`src/rtl/audio_pkg.sv`:
```
// Shared constants for the sound-effect mixer: effect codes, FSM encoding and
// tone half-periods, which are derived from the clock frequency.
package audio_pkg;

    localparam int CLK_HZ_NOM = 100_000_000;

    localparam int F_MOVE   = 440;
    localparam int F_MERGE  = 660;
    localparam int F_WIN_A  = 880;
    localparam int F_WIN_B  = 1320;
    localparam int F_LOSE_A = 330;
    localparam int F_LOSE_B = 220;

    localparam logic [1:0] SFX_MOVE  = 2'd0;
    localparam logic [1:0] SFX_MERGE = 2'd1;
    localparam logic [1:0] SFX_WIN   = 2'd2;
    localparam logic [1:0] SFX_LOSE  = 2'd3;

    typedef enum logic [1:0] {
        ST_IDLE   = 2'd0,
        ST_TONE_A = 2'd1,
        ST_TONE_B = 2'd2
    } sfx_state_e;

    // Rounded clk_hz / (2 * freq_hz): clocks per half cycle of the square wave.
    function automatic logic [17:0] half_period(input int clk_hz, input int freq_hz);
        return 18'((clk_hz + freq_hz) / (2 * freq_hz));
    endfunction

    localparam logic [17:0] HP_MOVE   = half_period(CLK_HZ_NOM, F_MOVE);
    localparam logic [17:0] HP_MERGE  = half_period(CLK_HZ_NOM, F_MERGE);
    localparam logic [17:0] HP_WIN_A  = half_period(CLK_HZ_NOM, F_WIN_A);
    localparam logic [17:0] HP_WIN_B  = half_period(CLK_HZ_NOM, F_WIN_B);
    localparam logic [17:0] HP_LOSE_A = half_period(CLK_HZ_NOM, F_LOSE_A);
    localparam logic [17:0] HP_LOSE_B = half_period(CLK_HZ_NOM, F_LOSE_B);

endpackage

```
`src/rtl/pwm_dac.sv`:
```
// 8-bit PWM DAC: free-running 256-clock period, level latched once per period
// so the duty cycle never changes mid-period.
module pwm_dac (
    input  logic       clk,
    input  logic       reset,
    input  logic [7:0] level_i,
    output logic       pwm_o
);

    logic [7:0] pwmCnt_q;
    logic [7:0] sample_q;
    logic       out_q;

    always_ff @(posedge clk or posedge reset) begin
        if (reset) begin
            pwmCnt_q <= 8'd0;
            sample_q <= 8'd128;
            out_q    <= 1'b0;
        end else begin
            pwmCnt_q <= pwmCnt_q + 8'd1;
            if (pwmCnt_q == 8'hFF) begin
                sample_q <= level_i;
            end
            out_q <= (pwmCnt_q < sample_q);
        end
    end

    assign pwm_o = out_q;

endmodule

```
`src/rtl/sfx_mixer.sv`:
```
// Mixes the background-music square wave with a decaying one- or two-tone
// sound effect and drives the audio pin through an 8-bit PWM DAC.
module sfx_mixer
    import audio_pkg::*;
#(
    parameter int CLK_HZ   = 100_000_000,
    parameter int BGM_AMP  = 48,
    parameter int ENV_MAX  = 96,
    parameter int ENV_STEP = 65_536
) (
    input  logic       clk,
    input  logic       reset,
    input  logic       bgmIn,
    input  logic       bgmEnable,
    input  logic       sfxTrigger,
    input  logic [1:0] sfxSel,
    output logic       audioOut,
    output logic       audSd,
    output logic       sfxBusy
);

    localparam int ENV_W  = $clog2(ENV_MAX + 1);
    localparam int STEP_W = (ENV_STEP > 1) ? $clog2(ENV_STEP) : 1;

    localparam logic [ENV_W-1:0]  ENV_FULL  = ENV_W'(ENV_MAX);
    localparam logic [ENV_W-1:0]  ENV_HALF  = ENV_W'(ENV_MAX / 2);
    localparam logic [STEP_W-1:0] STEP_LAST = STEP_W'(ENV_STEP - 1);

    localparam logic [17:0] HP_MOVE_C   = half_period(CLK_HZ, F_MOVE);
    localparam logic [17:0] HP_MERGE_C  = half_period(CLK_HZ, F_MERGE);
    localparam logic [17:0] HP_WIN_A_C  = half_period(CLK_HZ, F_WIN_A);
    localparam logic [17:0] HP_WIN_B_C  = half_period(CLK_HZ, F_WIN_B);
    localparam logic [17:0] HP_LOSE_A_C = half_period(CLK_HZ, F_LOSE_A);
    localparam logic [17:0] HP_LOSE_B_C = half_period(CLK_HZ, F_LOSE_B);

    localparam logic signed [9:0] BGM_P = 10'(BGM_AMP);

    function automatic logic [7:0] sat_u8(input logic signed [9:0] v);
        if (v < 10'sd0) begin
            return 8'd0;
        end else if (v > 10'sd255) begin
            return 8'hFF;
        end
        return v[7:0];
    endfunction

    sfx_state_e         state_q, state_d;
    logic [1:0]         sel_q, sel_d;
    logic [ENV_W-1:0]   env_q, env_d, envDec;
    logic [STEP_W-1:0]  stepCnt_q, stepCnt_d;
    logic [17:0]        toneCnt_q, toneCnt_d, halfPeriod;
    logic               toneBit_q, toneBit_d;

    logic signed [9:0]  bgmTerm, sfxTerm, envS, mix;
    logic [7:0]         level;

    always_ff @(posedge clk or posedge reset) begin
        if (reset) begin
            state_q   <= ST_IDLE;
            sel_q     <= SFX_MOVE;
            env_q     <= '0;
            stepCnt_q <= '0;
            toneCnt_q <= '0;
            toneBit_q <= 1'b0;
        end else begin
            state_q   <= state_d;
            sel_q     <= sel_d;
            env_q     <= env_d;
            stepCnt_q <= stepCnt_d;
            toneCnt_q <= toneCnt_d;
            toneBit_q <= toneBit_d;
        end
    end

    always_comb begin
        halfPeriod = HP_MOVE_C;
        case (sel_q)
            SFX_MOVE:  halfPeriod = HP_MOVE_C;
            SFX_MERGE: halfPeriod = HP_MERGE_C;
            SFX_WIN:   halfPeriod = (state_q == ST_TONE_B) ? HP_WIN_B_C : HP_WIN_A_C;
            SFX_LOSE:  halfPeriod = (state_q == ST_TONE_B) ? HP_LOSE_B_C : HP_LOSE_A_C;
            default:   halfPeriod = HP_MOVE_C;
        endcase
    end

    // A trigger always wins, including over the final envelope step.
    always_comb begin
        state_d   = state_q;
        sel_d     = sel_q;
        env_d     = env_q;
        stepCnt_d = stepCnt_q;
        toneCnt_d = toneCnt_q;
        toneBit_d = toneBit_q;
        envDec    = env_q - ENV_W'(1);

        if (sfxTrigger) begin
            state_d   = ST_TONE_A;
            sel_d     = sfxSel;
            env_d     = ENV_FULL;
            stepCnt_d = '0;
            toneCnt_d = '0;
            toneBit_d = 1'b1;
        end else if (state_q != ST_IDLE) begin
            if (toneCnt_q == halfPeriod - 18'd1) begin
                toneCnt_d = '0;
                toneBit_d = ~toneBit_q;
            end else begin
                toneCnt_d = toneCnt_q + 18'd1;
            end

            if (stepCnt_q == STEP_LAST) begin
                stepCnt_d = '0;
                env_d     = envDec;
                if (envDec == '0) begin
                    state_d = ST_IDLE;
                end else if (state_q == ST_TONE_A && sel_q[1] && envDec == ENV_HALF) begin
                    // Second tone starts a fresh cycle but keeps the current phase level.
                    state_d   = ST_TONE_B;
                    toneCnt_d = '0;
                    toneBit_d = toneBit_q;
                end
            end else begin
                stepCnt_d = stepCnt_q + STEP_W'(1);
            end
        end
    end

    assign envS = signed'(10'(env_q));

    always_comb begin
        bgmTerm = '0;
        if (bgmEnable) begin
            bgmTerm = bgmIn ? BGM_P : -BGM_P;
        end
        sfxTerm = '0;
        if (state_q != ST_IDLE) begin
            sfxTerm = toneBit_q ? envS : -envS;
        end
        mix   = 10'sd128 + bgmTerm + sfxTerm;
        level = sat_u8(mix);
    end

    pwm_dac u_dac (
        .clk     (clk),
        .reset   (reset),
        .level_i (level),
        .pwm_o   (audioOut)
    );

    assign audSd   = 1'b1;
    assign sfxBusy = (state_q != ST_IDLE);

endmodule

```
`config.mk`:
```
export PLATFORM = sky130hd
export DESIGN_NAME = sfx_mixer
export DESIGN_NICKNAME = d
export VERILOG_FILES = /design/src/rtl/audio_pkg.sv /design/src/rtl/pwm_dac.sv /design/src/rtl/sfx_mixer.sv
export SDC_FILE = /design/constraint.sdc
export NUM_CORES = 1
export LEC_CHECK = 0
export BUFFER_PORTS_ARGS = -buffer_cell sky130_fd_sc_hd__buf_2
export CORE_ASPECT_RATIO = 0.9
export CORE_MARGIN = 5
export CORE_UTILIZATION = 37
export DETAILED_ROUTE_END_ITERATION = 16
export PLACE_DENSITY = 0.64
export SETUP_SLACK_MARGIN = 0.15
export SYNTH_ARGS = -nofsm -noshare
export SYNTH_HDL_FRONTEND = slang
export SYNTH_HIERARCHICAL = 1
export SYNTH_SLANG_ARGS = --single-unit
```
`constraint.sdc`:
```
create_clock -name clk -period 3.05 [get_ports clk]
set_input_delay 0.305 -clock clk [delete_from_list [all_inputs] [get_ports clk]]
set_output_delay 0.305 -clock clk [all_outputs]
set_load 0.005 [all_outputs]
```
==> results.py <==
metrics = {
    "power_and_ir_drop": {
        "ir_drop_v": 0.000278,
        "power.leakage_nw": 2.10,
        "powerDensity_nw_per_um2": 440,
    },
    "layout": {
        "layout_common_cells": "61 x dfrtp_1, 42 x nor2_1, 37 x nand2_1",
        "diodes": 0,
        "drive_gt1_share_pct": 17.4,
        "syn_to_final_growth_pct": 16.5,
        "multi_input_area_um2": 2430,
        "nFillCells": 1019,
        "utilization_pct": 44.4,
        "final_common_cell": "dfrtp_1",
        "fin_nets": 509,
        "regArea_um2": 1580,
        "final_cell_count_no_fill": 636,
    },
    "detailed_routing": {
        "drc_errors": 0,
        "drt-initial-drc-count": 250,
        "post_drt_wl_per_cell_um": 14.4,
        "drt_first_pass_iters": 4,
        "ant_nets": 0,
        "viasPerCell": 5.22,
        "routed-via-count": 3323,
        "wl_um": 9150,
    },
    "synthesis": {
        "syn_nets": 490,
        "yosysUniqueCellTypes": 62,
        "synthCells": 460,
        "synth-edff-count": 0,
        "ys.flop_type": "dfrtp_1",
        "synthArstFlopShare_pct": 100,
        "syn-cell-area_um2": 4170,
        "yosys_warnings": 6,
        "syn_avg_cell_area_um2": 9.07,
        "synth_seq_cells": 63,
        "synth_seq_area_share_pct": 37.8,
    },
    "clock_tree": {
        "insertion_delay_ps": 320,
        "root_buffer": "clkbuf_16",
        "clk_pin_slew_worst_paths_ps": 50,
        "cts_tree": "built",
        "clockBufferDepth": 2,
        "cts_buffers": 9,
        "htreeDepth": 3,
        "clock_sinks": 63,
    },
    "global_route": {
        "antenna_found_initial": 0,
        "grt_pass1_wl_um": 16000,
        "grt_usage_pct": 14.6,
        "grt_overflow": 0,
        "grt_pass1_vias": 3235,
        "grt_max_degree": 47,
    },
    "placement": {
        "dp_hpwl_um": 6440,
        "port_buffers": 8,
        "dpl_worst_slack_ps": -156,
        "gp_congestion": 0.814,
        "dp_cells": 614,
    },
    "timing": {
        "fin_tns_setup_ps": -0.645,
        "max_freq_mhz": 328,
        "holdWs_ps": 87.1,
        "period_share_pct": 100,
        "clock_skew_ps": 4.95,
        "rsz0062_at_grt": "yes",
        "max_slew.worst_pin.slew_ps": 988,
        "fin_ws_ps": -0.645,
        "finalCriticalPeriod_ps": 3050,
        "slew_violations": 0,
        "maxSlewHeadroom_pct": 34.0,
        "setup_viol": 1,
        "finalHoldViolations": 0,
    },
    "status": {
        "status": "finished with violations",
        "violations": "negative setup slack",
    },
    "floorplan": {
        "num_rows": 36,
        "die_w_um": 122,
        "core_um2": 10900,
        "start_util_pct": 38.1,
        "ios": 10,
        "die_h_um": 111,
        "design.die.area_um2": 13500,
    },
    "setup_path": {
        "worstPathRequired_ps": 3260,
        "end_kind": "register",
        "critPathMaxFanout": 8,
        "arrival_ps": 3260,
        "critical_path_class": "register to register",
        "setup.worst_path.start_class": "register",
    },
    "job": {
        "maxCapViolations": 0,
    },
    "worst_hold_path": {
        "hp-class": "primary input to async pin",
    },
}
==> repair_timing <==
action,4_1_cts,5_1_grt
hold buffers,0,0
endpoints found under the setup margin,8,22
gates resized for setup,3,7
pin swaps,8,3
buffers inserted,4,2
==> critical path, cell delays in order, from the launching register on <==
cell and delay, ps:
dfrtp_1 420, nor3_2 170, nand3_1 130, inv_2 90
nor2_2 40, xnor2_1 130, nor2_1 60, ha_1 290
ha_2 190, fa_2 350, a21o_1 180, a21oi_2 160
xnor2_2 140, xnor2_2 130, buf_6 150, a21oi_1 50
mux2_4 260
==> kinds of logic (layout without fill, tap and decap cells) <==
kind of cell               count (synthesis)  in the layout  share of synthesized area, %
adders and majority gates                 23             23                          7.08
other                                      1              1                        0.0899
muxes                                     22             22                          6.30
and+or+nand+nor                          182            182                          23.7
AOI/OAI and AO/OA                         76             76                          11.3
xor gates and xnor gates                  40             40                          8.40
DFF                                       63             63                          37.8
buffers and inverters                     53             77                          5.34
==> final timing paths <==
| check | from | to | slack, ps | cells after the start |
|---|---|---|---|---|
| setup / recovery | env_q[3] | u_dac/sample_q[0] | -0.6 | 16 |
| hold / removal | reset | u_dac/pwmCnt_q[2] | 90 | 2 |
| setup reg to reg | env_q[3] | u_dac/sample_q[0] | -0.6 | 16 |
| hold reg to reg | u_dac/pwmCnt_q[0] | u_dac/pwmCnt_q[0] | 490 | 1 |
| max in group asynchronous | reset | env_q[4] | 2160 | 2 |
| min in group clk | sfxSel[1] | sel_q[1] | 210 | 3 |
==> Yosys cell counts, types with 8 or more instances <==
library cell / count / area share [%]
nand3_1: 36 / 4.3
nor3_1: 9 / 1.1
nor2_1: 44 / 4.0
xor2_1: 23 / 4.8
and3_1: 9 / 1.3
a31oi_1: 13 / 1.9
mux2_4: 8 / 2.9
a21oi_1: 25 / 3.0
dfrtp_1: 62 / 37
ha_1: 22 / 6.6
nand2_1: 37 / 3.3
o21ai_0: 15 / 1.8
xnor2_1: 17 / 3.6
mux2i_1: 12 / 2.9
inv_1: 28 / 2.5
clkbuf_1: 15 / 1.3
==> power by group <==
part           total, W  switching (W)  internal, W
combinational  0.000149      0.0000872    0.0000614
sequential     0.000870      0.0000246     0.000846
clock           0.00112       0.000359     0.000759
==> flip-flops by register name, indices dropped and copies added, names as in the netlist <==
signal	cells
toneCnt_q	18
stepCnt_q	16
u_dac/pwmCnt_q	8
u_dac/sample_q	8
env_q	7
sel_q	2
state_q	2
toneBit_q	1
u_dac/pwm_o	1
==> cell type report <==
| class | instances | share of cell area, % |
|---|---|---|
| Timing Repair Buffer | 33 | 4.76 |
| Inverter | 28 | 2.16 |
| Clock inverter | 3 | 1.34 |
| Tap cell | 152 | 3.91 |
| Sequential cell | 63 | 32.5 |
| Clock buffer | 13 | 5.35 |
| Multi-Input combinational cell | 344 | 50.0 |
==> layer usage <==
| metal | track usage, % | up-vias | wire length, um |
|---|---|---|---|
| met4 | 5.30 | 0 | 145 |
| met5 | 0 | - | 0 |
| met3 | 4.08 | 13 | 418 |
| met2 | 20.4 | 55 | 3930 |
| li1 | - | 1659 | - |
| met1 | 21.2 | 1596 | 4650 |
==> metrics by stage <==
stage / area, um2 / power (W)
after floorplan: 4200 / 0.000985
after global placement: 4460 / 0.00102
after detailed placement: 4460 / 0.00102
after CTS: 4820 / 0.00216
after global routing: 4860 / 0.00223
final: 4860 / 0.00214
No activity file was read; power rests on OpenSTA's default activity.
